`src/rtl/cache_mem_arbiter_if.sv`:
```
// cache_mem_arbiter_if
// Bundles the requester-side (icache "i_", dcache "d_") and DDR2
// controller-side FIFO signals shared by cache_mem_arbiter.
//   slave  : arbiter view (requests/controller status in, handshakes out)
//   master : environment view (drives requests and controller status)
// Parameters: ADDR_W line address width, DATA_W FIFO beat width.
interface cache_mem_arbiter_if #(
   parameter int unsigned ADDR_W = 31,
   parameter int unsigned DATA_W = 128
);
   localparam int unsigned MASK_W = DATA_W / 8;

   // icache requester
   logic              i_req_valid;
   logic              i_req_we;
   logic [ADDR_W-1:0] i_req_addr;
   logic              i_req_ready;
   logic [DATA_W-1:0] i_wdata;
   logic [MASK_W-1:0] i_wmask;
   logic              i_wdata_ready;
   logic [DATA_W-1:0] i_rdata;
   logic              i_rdata_valid;

   // dcache requester
   logic              d_req_valid;
   logic              d_req_we;
   logic [ADDR_W-1:0] d_req_addr;
   logic              d_req_ready;
   logic [DATA_W-1:0] d_wdata;
   logic [MASK_W-1:0] d_wmask;
   logic              d_wdata_ready;
   logic [DATA_W-1:0] d_rdata;
   logic              d_rdata_valid;

   // controller FIFOs
   logic [2:0]        af_cmd;
   logic [ADDR_W-1:0] af_addr_din;
   logic              af_wr_en;
   logic              af_full;
   logic [DATA_W-1:0] wdf_din;
   logic [MASK_W-1:0] wdf_mask_din;
   logic              wdf_wr_en;
   logic              wdf_full;
   logic [DATA_W-1:0] rdf_dout;
   logic              rdf_valid;

   // status
   logic              busy;
   logic              owner;

   modport slave (
      input  i_req_valid, i_req_we, i_req_addr, i_wdata, i_wmask,
      input  d_req_valid, d_req_we, d_req_addr, d_wdata, d_wmask,
      input  af_full, wdf_full, rdf_dout, rdf_valid,
      output i_req_ready, i_wdata_ready, i_rdata, i_rdata_valid,
      output d_req_ready, d_wdata_ready, d_rdata, d_rdata_valid,
      output af_cmd, af_addr_din, af_wr_en,
      output wdf_din, wdf_mask_din, wdf_wr_en,
      output busy, owner
   );

   modport master (
      output i_req_valid, i_req_we, i_req_addr, i_wdata, i_wmask,
      output d_req_valid, d_req_we, d_req_addr, d_wdata, d_wmask,
      output af_full, wdf_full, rdf_dout, rdf_valid,
      input  i_req_ready, i_wdata_ready, i_rdata, i_rdata_valid,
      input  d_req_ready, d_wdata_ready, d_rdata, d_rdata_valid,
      input  af_cmd, af_addr_din, af_wr_en,
      input  wdf_din, wdf_mask_din, wdf_wr_en,
      input  busy, owner
   );
endinterface

```
`src/rtl/cache_mem_arbiter.sv`:
```
// cache_mem_arbiter
// Shares one DDR2 controller command/write-data/read-data FIFO set between
// the icache and dcache miss paths, one cache line transaction at a time.
// Writes push all BEATS data beats before the command; reads push the
// command and then forward BEATS returning beats to the owning cache.
// Ports:
//   clk  : CPU clock, posedge
//   rst  : synchronous active-low reset
//   bus  : cache_mem_arbiter_if.slave (requesters, controller FIFOs, status)
// Parameters: ADDR_W, DATA_W, BEATS (power of two, 2..8).
// Build option: define ARB_RR_EN for round-robin arbitration; otherwise
// dcache has fixed priority.
module cache_mem_arbiter #(
   parameter int unsigned ADDR_W = 31,
   parameter int unsigned DATA_W = 128,
   parameter int unsigned BEATS  = 2
) (
   input  logic               clk,
   input  logic               rst,
   cache_mem_arbiter_if.slave bus
);
   localparam int unsigned     CNT_W     = $clog2(BEATS);
   localparam logic [CNT_W-1:0] LAST_BEAT = CNT_W'(BEATS - 1);

   typedef enum logic [1:0] {
      IDLE  = 2'd0,
      WDATA = 2'd1,
      CMD   = 2'd2,
      RDATA = 2'd3
   } state_t;

   state_t            state_q;
   logic [CNT_W-1:0]  cnt_q;
   logic              owner_q;
   logic              we_q;
   logic [ADDR_W-1:0] addr_q;
`ifdef ARB_RR_EN
   logic              last_d_q;   // 1 = dcache granted last
`endif

   logic              any_req_c;
   logic              win_c;      // 1 = dcache wins
   logic              sel_we_c;
   logic [ADDR_W-1:0] sel_addr_c;
   logic              grant_c;
   logic              wdf_push_c;
   logic              af_push_c;
   logic              rd_beat_c;

   // Winner selection among pending requesters
   always_comb begin
      any_req_c = bus.i_req_valid | bus.d_req_valid;
`ifdef ARB_RR_EN
      // on contention the requester not granted last wins
      if (bus.i_req_valid && bus.d_req_valid) begin
         win_c = ~last_d_q;
      end else begin
         win_c = bus.d_req_valid;
      end
`else
      win_c = bus.d_req_valid;
`endif
      sel_we_c   = win_c ? bus.d_req_we   : bus.i_req_we;
      sel_addr_c = win_c ? bus.d_req_addr : bus.i_req_addr;
   end

   // Per-state handshakes; all forced low while in reset
   always_comb begin
      grant_c    = 1'b0;
      wdf_push_c = 1'b0;
      af_push_c  = 1'b0;
      rd_beat_c  = 1'b0;
      if (rst) begin
         case (state_q)
            IDLE:    grant_c    = any_req_c;
            WDATA:   wdf_push_c = ~bus.wdf_full;
            CMD:     af_push_c  = ~bus.af_full;
            RDATA:   rd_beat_c  = bus.rdf_valid;
            default: ;
         endcase
      end
   end

   // Sequencer: state, beat counter and latched transaction fields
   always_ff @(posedge clk) begin
      if (!rst) begin
         state_q  <= IDLE;
         cnt_q    <= '0;
         owner_q  <= 1'b0;
         we_q     <= 1'b0;
         addr_q   <= '0;
`ifdef ARB_RR_EN
         last_d_q <= 1'b0;
`endif
      end else begin
         case (state_q)
            IDLE: begin
               if (grant_c) begin
                  owner_q  <= win_c;
                  we_q     <= sel_we_c;
                  addr_q   <= sel_addr_c;
                  cnt_q    <= '0;
                  state_q  <= sel_we_c ? WDATA : CMD;
`ifdef ARB_RR_EN
                  last_d_q <= win_c;
`endif
               end
            end
            WDATA: begin
               if (wdf_push_c) begin
                  cnt_q <= cnt_q + CNT_W'(1);
                  if (cnt_q == LAST_BEAT) state_q <= CMD;
               end
            end
            CMD: begin
               // counter has wrapped to zero here for writes and was cleared for reads
               if (af_push_c) state_q <= we_q ? IDLE : RDATA;
            end
            RDATA: begin
               if (rd_beat_c) begin
                  cnt_q <= cnt_q + CNT_W'(1);
                  if (cnt_q == LAST_BEAT) state_q <= IDLE;
               end
            end
            default: state_q <= IDLE;
         endcase
      end
   end

   // Requester-side outputs
   assign bus.i_req_ready   = grant_c & ~win_c;
   assign bus.d_req_ready   = grant_c &  win_c;
   assign bus.i_wdata_ready = wdf_push_c & ~owner_q;
   assign bus.d_wdata_ready = wdf_push_c &  owner_q;
   assign bus.i_rdata       = rst ? bus.rdf_dout : '0;
   assign bus.d_rdata       = rst ? bus.rdf_dout : '0;
   assign bus.i_rdata_valid = rd_beat_c & ~owner_q;
   assign bus.d_rdata_valid = rd_beat_c &  owner_q;

   // Controller-side outputs
   assign bus.af_wr_en      = af_push_c;
   assign bus.af_cmd        = rst ? {2'b00, ~we_q} : 3'b000;
   assign bus.af_addr_din   = rst ? addr_q : '0;
   assign bus.wdf_wr_en     = wdf_push_c;
   assign bus.wdf_din       = !rst ? '0 : (owner_q ? bus.d_wdata : bus.i_wdata);
   assign bus.wdf_mask_din  = !rst ? '0 : (owner_q ? bus.d_wmask : bus.i_wmask);

   // Status
   assign bus.busy          = rst & (state_q != IDLE);
   assign bus.owner         = rst & owner_q;
endmodule

```
`src/flat_wrapper.sv`:
```
// flat-port wrapper written by rule: the top's interface ports become plain ports
module cache_mem_arbiter_flat 
#(
   parameter int unsigned ADDR_W = 31,
   parameter int unsigned DATA_W = 128,
   parameter int unsigned BEATS  = 2
)
  (clk, rst, bus_i_req_valid, bus_i_req_we, bus_i_req_addr, bus_i_wdata, bus_i_wmask, bus_d_req_valid, bus_d_req_we, bus_d_req_addr, bus_d_wdata, bus_d_wmask, bus_af_full, bus_wdf_full, bus_rdf_dout, bus_rdf_valid, bus_i_req_ready, bus_i_wdata_ready, bus_i_rdata, bus_i_rdata_valid, bus_d_req_ready, bus_d_wdata_ready, bus_d_rdata, bus_d_rdata_valid, bus_af_cmd, bus_af_addr_din, bus_af_wr_en, bus_wdf_din, bus_wdf_mask_din, bus_wdf_wr_en, bus_busy, bus_owner);
  cache_mem_arbiter_if #(.ADDR_W(ADDR_W), .DATA_W(DATA_W)) bus_i ();
  input  logic clk;
  input  logic rst;
  input wire logic [$bits(bus_i.i_req_valid)-1:0] bus_i_req_valid;
  input wire logic [$bits(bus_i.i_req_we)-1:0] bus_i_req_we;
  input wire logic [$bits(bus_i.i_req_addr)-1:0] bus_i_req_addr;
  input wire logic [$bits(bus_i.i_wdata)-1:0] bus_i_wdata;
  input wire logic [$bits(bus_i.i_wmask)-1:0] bus_i_wmask;
  input wire logic [$bits(bus_i.d_req_valid)-1:0] bus_d_req_valid;
  input wire logic [$bits(bus_i.d_req_we)-1:0] bus_d_req_we;
  input wire logic [$bits(bus_i.d_req_addr)-1:0] bus_d_req_addr;
  input wire logic [$bits(bus_i.d_wdata)-1:0] bus_d_wdata;
  input wire logic [$bits(bus_i.d_wmask)-1:0] bus_d_wmask;
  input wire logic [$bits(bus_i.af_full)-1:0] bus_af_full;
  input wire logic [$bits(bus_i.wdf_full)-1:0] bus_wdf_full;
  input wire logic [$bits(bus_i.rdf_dout)-1:0] bus_rdf_dout;
  input wire logic [$bits(bus_i.rdf_valid)-1:0] bus_rdf_valid;
  output wire logic [$bits(bus_i.i_req_ready)-1:0] bus_i_req_ready;
  output wire logic [$bits(bus_i.i_wdata_ready)-1:0] bus_i_wdata_ready;
  output wire logic [$bits(bus_i.i_rdata)-1:0] bus_i_rdata;
  output wire logic [$bits(bus_i.i_rdata_valid)-1:0] bus_i_rdata_valid;
  output wire logic [$bits(bus_i.d_req_ready)-1:0] bus_d_req_ready;
  output wire logic [$bits(bus_i.d_wdata_ready)-1:0] bus_d_wdata_ready;
  output wire logic [$bits(bus_i.d_rdata)-1:0] bus_d_rdata;
  output wire logic [$bits(bus_i.d_rdata_valid)-1:0] bus_d_rdata_valid;
  output wire logic [$bits(bus_i.af_cmd)-1:0] bus_af_cmd;
  output wire logic [$bits(bus_i.af_addr_din)-1:0] bus_af_addr_din;
  output wire logic [$bits(bus_i.af_wr_en)-1:0] bus_af_wr_en;
  output wire logic [$bits(bus_i.wdf_din)-1:0] bus_wdf_din;
  output wire logic [$bits(bus_i.wdf_mask_din)-1:0] bus_wdf_mask_din;
  output wire logic [$bits(bus_i.wdf_wr_en)-1:0] bus_wdf_wr_en;
  output wire logic [$bits(bus_i.busy)-1:0] bus_busy;
  output wire logic [$bits(bus_i.owner)-1:0] bus_owner;
  assign bus_i.i_req_valid = bus_i_req_valid;
  assign bus_i.i_req_we = bus_i_req_we;
  assign bus_i.i_req_addr = bus_i_req_addr;
  assign bus_i.i_wdata = bus_i_wdata;
  assign bus_i.i_wmask = bus_i_wmask;
  assign bus_i.d_req_valid = bus_d_req_valid;
  assign bus_i.d_req_we = bus_d_req_we;
  assign bus_i.d_req_addr = bus_d_req_addr;
  assign bus_i.d_wdata = bus_d_wdata;
  assign bus_i.d_wmask = bus_d_wmask;
  assign bus_i.af_full = bus_af_full;
  assign bus_i.wdf_full = bus_wdf_full;
  assign bus_i.rdf_dout = bus_rdf_dout;
  assign bus_i.rdf_valid = bus_rdf_valid;
  assign bus_i_req_ready = bus_i.i_req_ready;
  assign bus_i_wdata_ready = bus_i.i_wdata_ready;
  assign bus_i_rdata = bus_i.i_rdata;
  assign bus_i_rdata_valid = bus_i.i_rdata_valid;
  assign bus_d_req_ready = bus_i.d_req_ready;
  assign bus_d_wdata_ready = bus_i.d_wdata_ready;
  assign bus_d_rdata = bus_i.d_rdata;
  assign bus_d_rdata_valid = bus_i.d_rdata_valid;
  assign bus_af_cmd = bus_i.af_cmd;
  assign bus_af_addr_din = bus_i.af_addr_din;
  assign bus_af_wr_en = bus_i.af_wr_en;
  assign bus_wdf_din = bus_i.wdf_din;
  assign bus_wdf_mask_din = bus_i.wdf_mask_din;
  assign bus_wdf_wr_en = bus_i.wdf_wr_en;
  assign bus_busy = bus_i.busy;
  assign bus_owner = bus_i.owner;
  cache_mem_arbiter #(.ADDR_W(ADDR_W), .DATA_W(DATA_W), .BEATS(BEATS)) u_core (.clk(clk), .rst(rst), .bus(bus_i));
endmodule
```
`config.mk`:
```
export PLATFORM = sky130hd
export DESIGN_NAME = cache_mem_arbiter_flat
export DESIGN_NICKNAME = d
export VERILOG_FILES = /design/src/rtl/cache_mem_arbiter_if.sv /design/src/rtl/cache_mem_arbiter.sv /design/src/flat_wrapper.sv
export SDC_FILE = /design/constraint.sdc
export NUM_CORES = 1
export LEC_CHECK = 0
export CAP_MARGIN = 30
export CORE_AREA = 2 2 365 367
export CTS_CLUSTER_DIAMETER = 150
export CTS_CLUSTER_SIZE = 40
export DETAILED_ROUTE_END_ITERATION = 8
export DIE_AREA = 0 0 367 369
export PLACE_DENSITY = 0.36
export SYNTH_ARGS = -nofsm -noshare
export SYNTH_HDL_FRONTEND = slang
export SYNTH_SLANG_ARGS = --single-unit
```
`constraint.sdc`:
```
create_clock -name clk -period 4.5 [get_ports clk]
set_input_delay 0.9 -clock clk [delete_from_list [all_inputs] [get_ports clk]]
set_output_delay 0.9 -clock clk [all_outputs]
set_load 0.1 [all_outputs]
```
==> out/qor.yml <==
synth_xor_area_share_pct: 0
antenna_found_initial: 75
dr_total_vias: 8999
avgRoutedWirePerCell_um: 27.1
final_area_mm2: 0.0167
placementRows: 133
syn_inst: 817
drcViolationCount: 0
crit_family: "buffers and inverters"
cp_max_fo: 73
cts-root-buf: "clkbuf_16"
fin_nets: 2058
clk_pin_slew_ps: 100
cts_max_level: 2
setup_viol: 0
dp_slack_ps: 913
dp_hpwl_mm: 82.8
slew_viol_final: 0
synth-seq-cells: 36
cp_cell_sequence: "buf_6 > buf_4 > and2_1 > buf_4"
synth_top_family_by_area: "simple AND/OR/NAND/NOR gates"
first_pass_iters: 5
worstPathArrival_ps: 2590
grt_pass1_vias: 9009
syn_to_final_growth_pct: 185
grt_max_degree: 96
coreArea_mm2: 0.131
first_iter_violations: 296
synth_compound_area_share_pct: 7.69
via_per_inst: 2.70
hold_class: "reg -> reg"
clk_latency_ps: 340
cpMaxStageDelayCell: "buf_4"
gr-usage-all-layers_pct: 12.7
ys.flop_type: "dfxtp_1"
fin_crit_ps: 3490
io_pins: 931
finalPower_mw: 5.98
fin_crit_sh_pct: 77.5
start_util_pct: 4.48
gp_congestion: 0.889
cts-resized-gates: 0
timing.final.ws_setup_ps: 1010
cts_tree: "done"
yosys.area.top_type: "mux2i_1"
pwr_density_cell_mw_per_mm2: 357
synth_seq_area_share_pct: 12.3
ys_warn_count: 0
ant_nets: 0
placed_cell_area_mm2: 0.0166
synth_fa_ha_area_share_pct: 0
clockBufferDepth: 2
cts_hold_buf: 0
peakVddDrop_mv: 0.127
endpoint_kind: "output port"
netlist_area_mm2: 0.00587
grt_pass1_wl_mm: 109
cp.required_ps: 3600
synth_area_leaders: "mux2i_1, and2_1, buf_4, dfxtp_1, nor2_1"
clkSinkCount: 36
synth-simple-area-share_pct: 32.6
drt_wl_total_mm: 90.3
die_x_um: 367
crit_path_frequent_cell: "buf_4"
io_buffers: 928
synth_common_cells: "and2_1, nor2_1, mux2i_1"
crit_type: "in -> out"
cap_violations: 0
hold_viol: 0
cpPeakStageDelay_ps: 560
tightest_slew_ps: 815
slew_headroom_pct: 44.1
drive_above_1_share_pct: 30.5
syn_avg_cell_area_um2: 7.19
dp.cells: 3319
rsz0062_at_grt: "false"
outcome: "complete, no violations"
start_kind: "input pin"
p_leak_nw: 6.50
grt_remaining_overflow: 0
finClkSkew_ps: 16.7
path_buf_inv: 3
die_area_mm2: 0.135
tns_ps: 0
synth_edf_count: 0
async_flop_share_pct: 0
synth.area.mux_share_pct: 25.4
die_h_um: 369
layout.cells.non_filler: 3330
post_cts_buffers: 0
synth.most_common_cell: "and2_1"
synth_top_area_share_pct: 25.2
fmax_mhz: 287
yosysUniqueCellTypes: 36
numCtsBuffers: 5
cells by family (layout without fill, tap and decap cells):
logic type | Yosys count | after routing
and+or+nand+nor | 361 | 361
buffers and inverters | 202 | 956
muxes | 149 | 149
AOI/OAI and AO/OA | 68 | 68
DFF | 36 | 36
other | 1 | 5
stage by stage:
step | hold slack (ps) | util, %
6_report | 560 | 12.8
3_5_place_dp | 541 | 12.6
3_3_place_gp | 536 | 12.6
5_1_grt | 584 | 12.8
2_1_floorplan | 502 | -
4_1_cts | 569 | 12.8
power by group:
part           internal (mW)  switching (mW)
combinational           1.51            3.46
clock                  0.267           0.251
sequential             0.380           0.113
total                   2.15            3.83
final timing paths:
path                           from                 to  slack, ps  cells past startpoint
setup / recovery                rst    bus_d_rdata[53]       1010                      4
setup reg to reg  u_core.state_q[0]  u_core.state_q[0]       1810                      6
hold reg to reg   u_core.addr_q[19]  u_core.addr_q[19]        560                      2
hold / removal    u_core.addr_q[19]  u_core.addr_q[19]        560                      2
cells in the final DEF (no fill, tap or decap), drive strengths merged, types with 2 or more instances in the layout:
| cell | Yosys | layout |
|---|---|---|
| dfxtp | 36 | 36 |
| buf | 157 | 462 |
| nor2 | 151 | 151 |
| nor3b | 4 | 4 |
| a21oi | 28 | 28 |
| diode | 0 | 3 |
| inv | 1 | 3 |
| o21ai | 2 | 2 |
| a22oi | 27 | 27 |
| nand2b | 2 | 2 |
| and2 | 159 | 159 |
| nand3b | 27 | 27 |
| clkdlybuf4s50 | 0 | 484 |
| nor3 | 5 | 5 |
| mux2i | 148 | 148 |
| a221o | 4 | 4 |
| nor4 | 2 | 2 |
| conb | 1 | 2 |
| nand2 | 7 | 7 |
| clkbuf | 43 | 5 |
worst min-delay path, delay by kind of cell (launching register included):
family | cells | cell delay [ps]
AO/OA/AOI/OAI | 2 | 200
flip-flops | 1 | 330
final cells by class:
| class | instances | area [um^2] |
|---|---|---|
| diodes | 3 | 7.51 |
| clock buffers | 5 | 125 |
| clock inverters | 3 | 46.3 |
| fillers | 15200 | 114000 |
| inverters | 2 | 15.0 |
| multi-input cells | 580 | 3880 |
| flip-flops and latches | 36 | 724 |
| well taps | 1755 | 2200 |
| repair buffers | 946 | 9740 |
metal layers:
layer  vias to the layer above  GRT usage, %  routed length (um)
li1                       4090             -                   -
met1                      4189          13.7               33700
met2                       539          22.9               45300
met3                       113          6.25                9970
met4                        68          1.40                 961
met5                         -             0                 436
registers in the layout, summed over array words and instances (netlist names):
| signal | flops |
|---|---|
| u_core.addr_q | 31 |
| u_core.cnt_q | 1 |
| u_core.owner_q | 1 |
| u_core.state_q | 2 |
| u_core.we_q | 1 |
(Power assumes the default switching activity.)
